`src/rtl/mem_map_pkg.sv`:
```
// Shared definitions for the 4 KiB-word memory map: bank codes, FSM states,
// default widths and the bank chip-select decode.
package mem_map_pkg;

    localparam int MEM_AW = 12;
    localparam int MEM_DW = 16;

    localparam logic [1:0] BANK_ROM  = 2'b00;
    localparam logic [1:0] BANK_RAM1 = 2'b01;
    localparam logic [1:0] BANK_RAM2 = 2'b10;
    localparam logic [1:0] BANK_RAM3 = 2'b11;

    typedef enum logic [1:0] {
        ST_IDLE    = 2'b00,
        ST_ACCESS  = 2'b01,
        ST_CAPTURE = 2'b10,
        ST_DONE    = 2'b11
    } arb_state_t;

    // Returns {cs_rom, cs_ram[2:0]}, always one-hot.
    function automatic logic [3:0] bank_decode(input logic [1:0] bank);
        logic [3:0] sel;
        case (bank)
            BANK_ROM:  sel = 4'b1000;
            BANK_RAM1: sel = 4'b0001;
            BANK_RAM2: sel = 4'b0010;
            BANK_RAM3: sel = 4'b0100;
            default:   sel = 4'b0000;
        endcase
        return sel;
    endfunction

endpackage

```
`src/rtl/rr_arb2.sv`:
```
// Two-way round-robin arbiter; the last-grant register only moves when the
// sequencer enables arbitration and someone actually requests.
module rr_arb2 (
    input  logic       clk,
    input  logic       rst,
    input  logic       en,
    input  logic [1:0] req,
    output logic [1:0] grant
);

    logic last_r;

    // Tie goes to the port that was not granted last.
    always_comb begin
        grant = 2'b00;
        case (req)
            2'b01:   grant = 2'b01;
            2'b10:   grant = 2'b10;
            2'b11:   grant = last_r ? 2'b01 : 2'b10;
            default: grant = 2'b00;
        endcase
    end

    // Remember which port won the most recent arbitration.
    always_ff @(posedge clk) begin
        if (rst) begin
            last_r <= 1'b1;
        end else if (en && (|req)) begin
            last_r <= grant[1];
        end else begin
            last_r <= last_r;
        end
    end

endmodule

```
`src/rtl/mem_bank_arbiter.sv`:
```
// Two-requester arbiter/sequencer for the ROM + 3xSRAM map: grants a port,
// drives one bank for a cycle, captures synchronous read data and acks.
module mem_bank_arbiter
    import mem_map_pkg::*;
#(
    parameter int AW = MEM_AW,
    parameter int DW = MEM_DW
) (
    input  logic          clk,
    input  logic          rst,
    input  logic [1:0]    req,
    input  logic [1:0]    we,
    input  logic [AW-1:0] addr0,
    input  logic [AW-1:0] addr1,
    input  logic [DW-1:0] wdata0,
    input  logic [DW-1:0] wdata1,
    output logic [1:0]    ack,
    output logic [DW-1:0] rdata,
    output logic          err,
    output logic [9:0]    mem_addr,
    output logic [DW-1:0] mem_wdata,
    output logic          cs_rom,
    output logic [2:0]    cs_ram,
    output logic          mem_wr,
    input  logic [DW-1:0] rom_q,
    input  logic [DW-1:0] ram1_q,
    input  logic [DW-1:0] ram2_q,
    input  logic [DW-1:0] ram3_q
);

    arb_state_t    state_r;
    logic [1:0]    grant_s;
    logic          port_r;
    logic          we_r;
    logic [1:0]    bank_r;
    logic          rom_wr_r;
    logic          sel_we_s;
    logic [AW-1:0] sel_addr_s;
    logic [DW-1:0] sel_wdata_s;
    logic [1:0]    sel_bank_s;
    logic [DW-1:0] bank_q_s;

    rr_arb2 u_arb (
        .clk   (clk),
        .rst   (rst),
        .en    (state_r == ST_IDLE),
        .req   (req),
        .grant (grant_s)
    );

    // Steer the winning port's request fields toward the latch.
    always_comb begin
        if (grant_s[1]) begin
            sel_we_s    = we[1];
            sel_addr_s  = addr1;
            sel_wdata_s = wdata1;
        end else begin
            sel_we_s    = we[0];
            sel_addr_s  = addr0;
            sel_wdata_s = wdata0;
        end
        sel_bank_s = sel_addr_s[AW-1 -: 2];
    end

    // Read-data mux keyed by the latched bank.
    always_comb begin
        case (bank_r)
            BANK_ROM:  bank_q_s = rom_q;
            BANK_RAM1: bank_q_s = ram1_q;
            BANK_RAM2: bank_q_s = ram2_q;
            BANK_RAM3: bank_q_s = ram3_q;
            default:   bank_q_s = rom_q;
        endcase
    end

    // Sequencer: IDLE -> ACCESS -> CAPTURE -> DONE, all outputs registered.
    always_ff @(posedge clk) begin
        if (rst) begin
            state_r   <= ST_IDLE;
            port_r    <= 1'b0;
            we_r      <= 1'b0;
            bank_r    <= 2'b00;
            rom_wr_r  <= 1'b0;
            ack       <= 2'b00;
            err       <= 1'b0;
            rdata     <= {DW{1'b0}};
            mem_addr  <= 10'd0;
            mem_wdata <= {DW{1'b0}};
            cs_rom    <= 1'b0;
            cs_ram    <= 3'b000;
            mem_wr    <= 1'b1;
        end else begin
            case (state_r)
                ST_IDLE: begin
                    if (|grant_s) begin
                        port_r    <= grant_s[1];
                        we_r      <= sel_we_s;
                        bank_r    <= sel_bank_s;
                        rom_wr_r  <= sel_we_s && (sel_bank_s == BANK_ROM);
                        mem_addr  <= sel_addr_s[9:0];
                        mem_wdata <= sel_wdata_s;
                        // The ROM is never selected for a write.
                        if (sel_we_s && (sel_bank_s == BANK_ROM)) begin
                            {cs_rom, cs_ram} <= 4'b0000;
                            mem_wr           <= 1'b1;
                        end else begin
                            {cs_rom, cs_ram} <= bank_decode(sel_bank_s);
                            mem_wr           <= ~sel_we_s;
                        end
                        state_r <= ST_ACCESS;
                    end
                end
                ST_ACCESS: begin
                    {cs_rom, cs_ram} <= 4'b0000;
                    mem_wr           <= 1'b1;
                    state_r          <= ST_CAPTURE;
                end
                ST_CAPTURE: begin
                    if (!we_r) begin
                        rdata <= bank_q_s;
                    end
                    ack     <= port_r ? 2'b10 : 2'b01;
                    err     <= rom_wr_r;
                    state_r <= ST_DONE;
                end
                ST_DONE: begin
                    ack     <= 2'b00;
                    err     <= 1'b0;
                    state_r <= ST_IDLE;
                end
                default: begin
                    state_r <= ST_IDLE;
                end
            endcase
        end
    end

endmodule

```
`config.mk`:
```
export PLATFORM = sky130hd
export DESIGN_NAME = mem_bank_arbiter
export DESIGN_NICKNAME = d
export VERILOG_FILES = /design/src/rtl/mem_map_pkg.sv /design/src/rtl/rr_arb2.sv /design/src/rtl/mem_bank_arbiter.sv
export SDC_FILE = /design/constraint.sdc
export NUM_CORES = 1
export LEC_CHECK = 0
export ABC_AREA = 1
export CAP_MARGIN = 15
export CORE_ASPECT_RATIO = 0.8
export CORE_MARGIN = 1.5
export CORE_UTILIZATION = 37
export CTS_CLUSTER_SIZE = 16
export DETAILED_ROUTE_END_ITERATION = 12
export GPL_TIMING_DRIVEN = 0
export HOLD_SLACK_MARGIN = 0.1
export PLACE_DENSITY = 0.81
export SLEW_MARGIN = 40
export SYNTH_ARGS = -nofsm -noshare
export SYNTH_HDL_FRONTEND = slang
export SYNTH_SLANG_ARGS = --single-unit
```
`constraint.sdc`:
```
create_clock -name clk -period 2 [get_ports clk]
set_input_delay 0.6 -clock clk [delete_from_list [all_inputs] [get_ports clk]]
set_output_delay 0.6 -clock clk [all_outputs]
set_load 0.005 [all_outputs]
```
[Word level (Yosys, flattened, before mapping)]
Index checks and enable logic that the tools add are counted.
Word-level totals
  bits in registers: 58
  input port bits: 126
  output and inout port bits: 50
  word-level logic and storage cells: 62
Operators by class
  eq/ne operators: 13
  multiplexer cells: 21
  bitwise gates (word level): 2
  reductions and logical operators: 12
Operators by type and width (count)
  $pmux W16 S4: 1
  $eq A2 B2 Y1 const B: 8
  $mux W16: 1
  $pmux W4 S4: 1
  $mux W12: 1
  $eq A2 B1 Y1 const B: 4
  $pmux W2 S4: 1
  $logic_not A2 Y1: 3
  $mux W2: 3
  $mux W3: 2
  $pmux W1 S2: 3
  $pmux W2 S3: 1
  $pmux W3 S2: 1
  $reduce_and A2 Y1: 3
  $mux W1: 5
  $pmux W2 S2: 1
  $reduce_bool A2 Y1: 2
  $reduce_or A2 Y1: 2
  $logic_and A1 B1 Y1: 2
  $ne A2 B2 Y1 const B: 1
  $not A1 Y1: 2

[Logic depth before layout (Yosys ltp)]
Gate-level depths: netlist of run 1.
  word-level depth: 8
  gate-level depth with buffers: 8

[By module]
From an unflattened synthesis of run 1, not the netlist that was laid out.
Second synthesis, totals
  cells, all modules: 487
  area total of the unflattened synthesis: 3124.2 sq um
Modules (own cells, without submodules)
  mem_bank_arbiter: instances 1, cells an instance 477, area each 3059.2 sq um
  rr_arb2: instances 1, cells an instance 10, area each 65.1 sq um

[Worst setup path before layout of run 1]
No wires, ideal clock.
  kind: input to register
  start: input req[1]
  end: register mem_addr[3]
  library setup time: 126 ps
  data arrival time: 1367 ps
  required time: 1874 ps
  setup slack: 507 ps
  stages on the path: 6
  cells stage by stage: buf_2 -> nor2_2 -> nor2_2 -> buf_2 -> buf_2 -> a31oi_1
On the way
  word-level cells in the longest chain between the ends: 4
  elaborated cells on any way between the ends: 7
  those cells by class: 3 x eq/ne; 2 x mux; 2 x reduce/logical
Ends and longest elaborated chain
  from (decl): RTL line mem_bank_arbiter.sv:11  | input logic [1:0] req,
  $eq A2 B2 Y1 or $eq A2 B1 Y1 (tied branches): RTL line rr_arb2.sv:16  | case (req)
  $pmux W2 S3 (*): RTL line rr_arb2.sv:16
  $reduce_or A2 Y1: RTL line mem_bank_arbiter.sv:95  | if (|grant_s) begin
  $reduce_and A2 Y1 (no source line)
  to (signal assigned): RTL line mem_bank_arbiter.sv:100  | mem_addr <= sel_addr_s[9:0];
  to (decl): RTL line mem_bank_arbiter.sv:20  | output logic [9:0] mem_addr,
Every way passes the cells marked *; elsewhere a longest branch is shown, timed or not.
A chain may end at the register's enable or synchronous reset.

[Worst setup path in the final report of run 1]
  start: register mem_wdata[3]
  end: output mem_wdata[3]
RTL lines
  from (decl): RTL line mem_bank_arbiter.sv:21  | output logic [DW-1:0] mem_wdata,
  from (signal assigned): RTL line mem_bank_arbiter.sv:88  | mem_wdata <= {DW{1'b0}};
  from (signal assigned): RTL line mem_bank_arbiter.sv:101  | mem_wdata <= sel_wdata_s;
No word-level cell between the ends.

==> impl_metrics.csv, run 1 <==
group,metric,value,unit
worst_setup_path,slowest_stage,"sky130_fd_sc_hd__clkdlybuf4s50_1",
detailed_routing,vias,3440,
logic_synthesis,synth_adder_area_share,1.781,%
worst_setup_path,worst_setup_path_end_kind,"output port",
timing,max-slew-margin-rel,56.41,%
global_routing,number_of_global_route_vias_before_repair,3389,
logic_synthesis,postSynthRegisterBits,58,
timing,postLayoutSetupSlackWorst,0.1893,ns
logic_synthesis,synth.cell_area,2810,um2
global_routing,antenna_found_initial,0,
logic_synthesis,seq_area_frac_synth,41.32,%
logic_synthesis,postSynthNetCount,524,
logic_synthesis,muxShareOfSynthArea,0,%
worst_hold_path,min_from,"cs_ram[0]",
timing,final_setup_violation_count,0,
logic_synthesis,postSynthCellCount,394,
worst_setup_path,regToRegStartpoint,"state_r[0]",
floorplanning,chipHeight,80.95,um
detailed_routing,drtAntennaViolNets,0,
floorplanning,io_pins,176,
place,place.gp.congestion,0.8551,
worst_setup_path,cp.arrival,1.21,ns
worst_setup_path,crit_fanout,2,
logic_synthesis,yosys_warnings,0,
logic_synthesis,syn-mean-instance-area,7.132,um2
timing,post_route_clock_period_utilization,90.54,%
timing,period_minus_slack,1.811,ns
timing,clock.fmax,552.3,MHz
worst_setup_path,start_kind,"register",
clock_network,ctsHtreeMaxLevel,3,
detailed_routing,wl_per_cell,14.70,um
logic_synthesis,synthDistinctLibCells,23,
place,io_buffer_count,173,
pwr,vdd.ir_drop.worst,0.5080,mV
worst_setup_path,worst_path_largest_cell_delay,0.54,ns
worst_setup_path,path_class,"reg -> out",
run_status,outcome,"finished, final reports clean",
floorplanning,rows,28,
worst_setup_path,timing.reg2reg.worst_path_depth,8,
timing,hold_viol_final,0,
cells_and_area,fraction_of_final_layout_cells_with_drive_strength_greater_than_1,7.719,%
clock_network,cts_buffer_depth,2,
clock_network,cts.clk_slew.worst_paths,0.06,ns
place,dp_hpwl,7.801,mm
clock_network,clock_tree_from_tritoncts,"done",
worst_hold_path,hp-class,"reg -> reg",
global_routing,grt_max_degree,11,
detailed_routing,drt-initial-drc-count,142,
clock_network,cts_root_buf,"sky130_fd_sc_hd__clkbuf_8",
global_routing,track_usage,24.79,%
pwr,leakagePower,1.897,nW
timing,finalSetupTns,0,ns
detailed_routing,routed_wirelength,10.11,mm
clock_network,cts_setup_buffers,0,
detailed_routing,routed_via_density,5.000,
place,place_worst_setup_slack,-0.1287,ns
logic_synthesis,synth_compound_gate_area_share,24.13,%
pwr,pwr_density_cell,1054,nW/um2
timing,worst_clock_skew,0.003736,ns
cells_and_area,design.final.nets,708,
worst_hold_path,hold_path_end,"cs_ram[0]",
worst_setup_path,cp.required,1.40,ns
global_routing,grt_remaining_overflow,0,
worst_setup_path,critPathBufInv,1,
timing,maxSlewViolCount,0,
detailed_routing,total_iterations_of_the_first_detailed_routing_run,5,
place,dp.cells,672,
worst_setup_path,worstReg2RegEnd,"rdata[12]",
floorplanning,core_area,7392,um2
logic_synthesis,synthXorXnorAreaFrac,0,%
run,drv.max_cap_violation_count,0,
cells_and_area,diodes_inserted,0,
cells_and_area,areaGrowthSynthToFinish,72.13,%
clock_network,ctsHoldBuffers,0,
logic_synthesis,yosys.area_share.simple,25.16,%
worst_setup_path,worst-r2r-setup-slack,0.29,ns
clock_network,clk-insertion-delay-late,0.33,ns
pwr,p_total,5.099,mW
detailed_routing,drc,0,
worst_hold_path,hold-path-cell-count,2,
global_routing,grt_pass1_wl,15.74,mm
logic_synthesis,largest_family_of_logic_cells_by_synthesized_area,"simple AND/OR/NAND/NOR gates",
clock_network,cts_resized,0,
worst_setup_path,critPathTopFamily,"buffers and inverters",
worst_setup_path,worstPathCellList,"clkdlybuf4s50_1",
floorplanning,floorplan.die_area,8130,um2
timing,worst-slew-pin-transition,0.6470,ns
floorplanning,initial_core_util,38.02,%
clock_network,tritoncts_num_sinks,58,
floorplanning,fp.dieW,100.4,um
cells_and_area,layoutNonFillerInstCount,688,
timing,grt_setup_unrepaired,"no",
clock_network,cts_made_buffers,9,
cells_and_area,final.fill_count,660,
==> cell usage in the layout (no fill, tap or decap), drive strengths merged <==
cell	n
clkinv	3
inv	18
nand2	131
o21ai	51
a21oi	30
nand3b	2
nor2	10
a31oi	41
dfxtp	58
nand3	8
clkdlybuf4s50	173
clkbuf	21
o221ai	1
buf	17
ha	4
and3	14
o21bai	1
==> cells by family after synthesis <==
kind of cell,Yosys count
adder cells (fa/ha/maj),4
buffers and inverters,43
flip-flops,58
AO/OA/AOI/OAI,124
AND/OR/NAND/NOR,165
==> report_power, final <==
part           switching [mW]  total, mW  internal [mW]
Clock                   0.443      0.922          0.478
Sequential              0.229       1.76           1.53
Combinational            1.18       2.41           1.23
Total                    1.86       5.10           3.24
==> cell type report <==
type / count / area (um2) / area share, %
Multi-Input combinational cell: 293 / 1435 / 29.67
Inverter: 18 / 67.56 / 1.397
Clock inverter: 3 / 15.01 / 0.3104
Buffer: 25 / 146.4 / 3.026
Tap cell: 105 / 131.4 / 2.716
Clock buffer: 13 / 148.9 / 3.078
Sequential cell: 58 / 1161 / 24.00
Timing Repair Buffer: 173 / 1732 / 35.80
==> tightest hold or removal path, cell delays in order, from the launching register on <==
cell and delay, ns:
sky130_fd_sc_hd__dfxtp_1 0.31, sky130_fd_sc_hd__nand2_1 0.06, sky130_fd_sc_hd__a21oi_1 0.05
==> how the worst max path moves through the flow <==
stage            startpoint            to  slack (ns)  depth (start not counted)
2_1_floorplan        req[1]   mem_addr[3]        0.51                          6
6_report       mem_wdata[3]  mem_wdata[3]        0.19                          1
5_1_grt              req[0]   mem_addr[9]         0.1                          6
3_5_place_dp         req[0]   mem_addr[9]       -0.13                          6
3_3_place_gp         req[0]   mem_addr[9]       -0.09                          6
4_1_cts         mem_addr[8]   mem_addr[8]        0.17                          1
==> state kept, by name, indices dropped and copies added (netlist names) <==
register      count
mem_wdata        16
rdata            16
mem_addr         10
cs_ram            3
ack               2
bank_r            2
state_r           2
cs_rom            1
err               1
mem_wr            1
port_r            1
rom_wr_r          1
u_arb.last_r      1
we_r              1
==> per-stage QoR <==
step	hold WS (ns)	instance area, um2	utilization (%)
floorplan	0.4347	2810	-
global placement	0.4471	4673	63.22
detailed placement	0.4544	4673	63.22
CTS	0.4617	4837	65.44
global route	0.4666	4837	65.44
finish	0.4637	4837	65.44
==> synthesized netlist by cell type, drive strengths merged <==
library cell    n  area share (%)
a31oi          41             9.1
and3           14             3.1
o21ai          51             9.1
ha              4             1.8
dfxtp          58              41
nand3b          2            0.53
clkbuf          8             1.2
nand3           8             1.4
inv            18             2.4
buf            17             4.1
o221ai          1            0.31
nor2           10             2.3
a21oi          30             5.3
nand2         131              18
o21bai          1            0.27
==> metal layers <==
layer  wire (um)  GRT usage, %
met4         125         8.028
met5           0             0
met2        4781         45.03
met1        4183         27.60
met3        1022         8.176
Note: power is estimated with default switching activity, not from simulation.
==> inputs of run 2 (changes only) <==
- SLEW_MARGIN: 40 -> 20
==> results of run 2 <==
Same layout as run 1: the final DEF is identical, and so are final timing and power.
==> inputs of run 3 (changes only) <==
--- a/config.mk
+++ b/config.mk
@@ -10,10 +10,11 @@
 export CORE_ASPECT_RATIO = 0.8
 export CORE_MARGIN = 1.5
-export CORE_UTILIZATION = 37
+export CORE_UTILIZATION = 33
+export CTS_CLUSTER_DIAMETER = 100
 export CTS_CLUSTER_SIZE = 16
 export DETAILED_ROUTE_END_ITERATION = 12
 export GPL_TIMING_DRIVEN = 0
 export HOLD_SLACK_MARGIN = 0.1
-export PLACE_DENSITY = 0.81
+export PLACE_DENSITY = 0.76
 export SLEW_MARGIN = 20
 export SYNTH_ARGS = -nofsm -noshare
==> constraint.sdc (replaced) <==
create_clock -name clk -period 1.6 [get_ports clk]
set_input_delay 0.16 -clock clk [delete_from_list [all_inputs] [get_ports clk]]
set_output_delay 0.16 -clock clk [all_outputs]
set_load 0.005 [all_outputs]
==> run 3 against run 2 <==
  * Combinational power increased by 34%
  * Cell area increased by 2.4%
  * Non-clock buffer count increased by 3
  * Critical endpoint is now mem_addr[8]
  * Cell count increased by 1.0%
  * Setup slack got worse by 0.076 ns
  * Global-route usage decreased by 2.2 points
  * First-iteration DRC count decreased by 8.5%
  * Utilization decreased by 4.2 points
  * Clock skew increased by 0.0035 ns
  * Clock-buffer cell count increased by 1
  * Via count increased by 1.8%
  * Register-to-register slack got worse by 0.18 ns
==> impl_metrics.csv, run 3 (synthesized netlist as in run 1, its figures left out) <==
group,metric,value,unit
worst_setup_path,path_class,"reg -> reg",
detailed_routing,drc,0,
timing,postLayoutSetupSlackWorst,0.1134,ns
timing,worst_clock_skew,0.007222,ns
clock_network,cts_made_buffers,9,
timing,max-slew-margin-rel,66.84,%
worst_setup_path,worst-r2r-setup-slack,0.11,ns
cells_and_area,final_common_cell,"sky130_fd_sc_hd__clkdlybuf4s50_1",
place,place.gp.congestion,0.8580,
cells_and_area,layoutNonFillerInstCount,695,
cells_and_area,biggestRegsByFlops,"mem_wdata (16), rdata (16), mem_addr (10)",
clock_network,cts_buffer_depth,2,
floorplanning,rows,29,
global_routing,grt_max_degree,16,
detailed_routing,drt-initial-drc-count,130,
place,place_worst_setup_slack,-0.1323,ns
cells_and_area,post_route_utilization,61.23,%
timing,finalSetupTns,0,ns
worst_setup_path,worst_setup_path_end_kind,"register",
pwr,pwr_density_cell,1350,nW/um2
clock_network,clk-insertion-delay-late,0.33,ns
global_routing,grt_pass1_wl,16.25,mm
floorplanning,fp.dieW,106.2,um
cells_and_area,diodes_inserted,0,
run_status,outcome,"finished, final reports clean",
worst_hold_path,hp-class,"in -> reg",
detailed_routing,routed_via_density,5.040,
global_routing,antenna_found_initial,0,
floorplanning,io_pins,176,
clock_network,cts.clk_slew.worst_paths,0.07,ns
cells_and_area,final.fill_count,745,
clock_network,cts_root_buf,"sky130_fd_sc_hd__clkbuf_8",
detailed_routing,wl_per_cell,14.91,um
timing,hold_viol_final,0,
pwr,leakagePower,1.937,nW
floorplanning,core_area,8092,um2
cells_and_area,most_frequent_cells_in_the_layout,"sky130_fd_sc_hd__clkdlybuf4s50_1, sky130_fd_sc_hd__nand2_1, sky130_fd_sc_hd__dfxtp_1, sky130_fd_sc_hd__o21ai_0, sky130_fd_sc_hd__a31oi_1",
place,dp_hpwl,7.895,mm
timing,post_route_clock_period_utilization,92.91,%
cells_and_area,design.final.nets,712,
detailed_routing,vias,3503,
timing,worst-slew-pin-transition,0.4922,ns
pwr,vdd.ir_drop.worst,0.5930,mV
clock_network,tritoncts_num_sinks,58,
timing,clock.fmax,672.7,MHz
floorplanning,initial_core_util,34.73,%
detailed_routing,routed_wirelength,10.36,mm
cells_and_area,fraction_of_final_layout_cells_with_drive_strength_greater_than_1,9.881,%
place,io_buffer_count,173,
worst_setup_path,crit_fanout,10,
global_routing,track_usage,22.62,%
worst_setup_path,cp.required,1.80,ns
global_routing,number_of_global_route_vias_before_repair,3497,
worst_setup_path,start_kind,"register",
detailed_routing,total_iterations_of_the_first_detailed_routing_run,4,
timing,period_minus_slack,1.487,ns
worst_setup_path,cp.arrival,1.69,ns
run,drv.max_cap_violation_count,0,
clock_network,clock_tree_from_tritoncts,"done",
clock_network,ctsHtreeMaxLevel,3,
floorplanning,floorplan.die_area,9082,um2
global_routing,grt_remaining_overflow,0,
timing,final_setup_violation_count,0,
cells_and_area,areaGrowthSynthToFinish,76.31,%
timing,maxSlewViolCount,0,
timing,grt_setup_unrepaired,"no",
detailed_routing,drtAntennaViolNets,0,
floorplanning,chipHeight,85.54,um
place,dp.cells,675,
## run 3: cell count changes in the layout (fill, tap and decap cells not counted), sizes merged
cell | previous run | this run
buf | 17 | 18
dlygate4sd3 | 0 | 1
clkbuf | 21 | 23
clkinv | 3 | 2
inv | 18 | 17
clkinvlp | 0 | 2
## run 3: path summary, 6_finish.rpt
path	start	end	cells after the start
max	state_r[1]	mem_addr[8]	7
min	req[1]	we_r	4
max reg2reg	state_r[1]	mem_addr[8]	7
min reg2reg	err	err	2
## run 3: what timing repair did
| action | in CTS | in global routing |
|---|---|---|
| endpoints found under the hold margin | 7 | 0 |
| pin swaps | 1 | 2 |
| endpoints found under the setup margin | 36 | 37 |
| cloned | 0 | 1 |
| buffers inserted | 1 | 2 |
| gates resized for setup | 8 | 15 |
| hold buffers | 1 | 0 |
## run 3: layer usage
layer | routed length (um) | vias to the layer above | part of all wire [%] | GRT usage (%)
li1 | - | 1722 | - | -
met1 | 4205 | 1614 | 41 | 24.81
met2 | 5006 | 149 | 48 | 40.76
met3 | 961 | 18 | 9.3 | 8.511
met4 | 187 | 0 | 1.8 | 6.757
met5 | 0 | - | 0 | 0
## run 3: critical path: stages (launching register included)
cell and delay [ns]:
sky130_fd_sc_hd__dfxtp_2 0.34, sky130_fd_sc_hd__inv_1 0.11, sky130_fd_sc_hd__ha_4 0.18, sky130_fd_sc_hd__inv_1 0.07
sky130_fd_sc_hd__nor2_4 0.17, sky130_fd_sc_hd__buf_4 0.19, sky130_fd_sc_hd__buf_4 0.19, sky130_fd_sc_hd__a31oi_1 0.10
## run 3: metrics by stage
stage / total power, mW / hold WS (ns) / cell area (um2)
after detailed placement: 5.243 / 0.3725 / 4677
after global placement: 5.168 / 0.3689 / 4677
after floorplan: 3.641 / 0.3191 / 2810
final: 6.687 / 0.3085 / 4955
after global routing: 7.131 / 0.3650 / 4955
after CTS: 6.598 / 0.2932 / 4892
## run 3: power breakdown
group,internal [mW],switching [mW],leakage (nW)
logic,1.67,1.56,1.36
clock network,0.686,0.563,0.0965
registers,1.93,0.285,0.479
## run 3: final cells by class
type / instances / area, um2 / area share, %
plain buffers: 24 / 156.4 / 3.157
repair inverters: 1 / 7.507 / 0.1515
multi-input cells: 293 / 1469 / 29.65
inverters: 18 / 73.82 / 1.490
well taps: 108 / 135.1 / 2.727
clock inverters: 2 / 10.01 / 0.2020
flip-flops and latches: 58 / 1166 / 23.54
clock buffers: 14 / 172.7 / 3.485
repair buffers: 177 / 1764 / 35.61
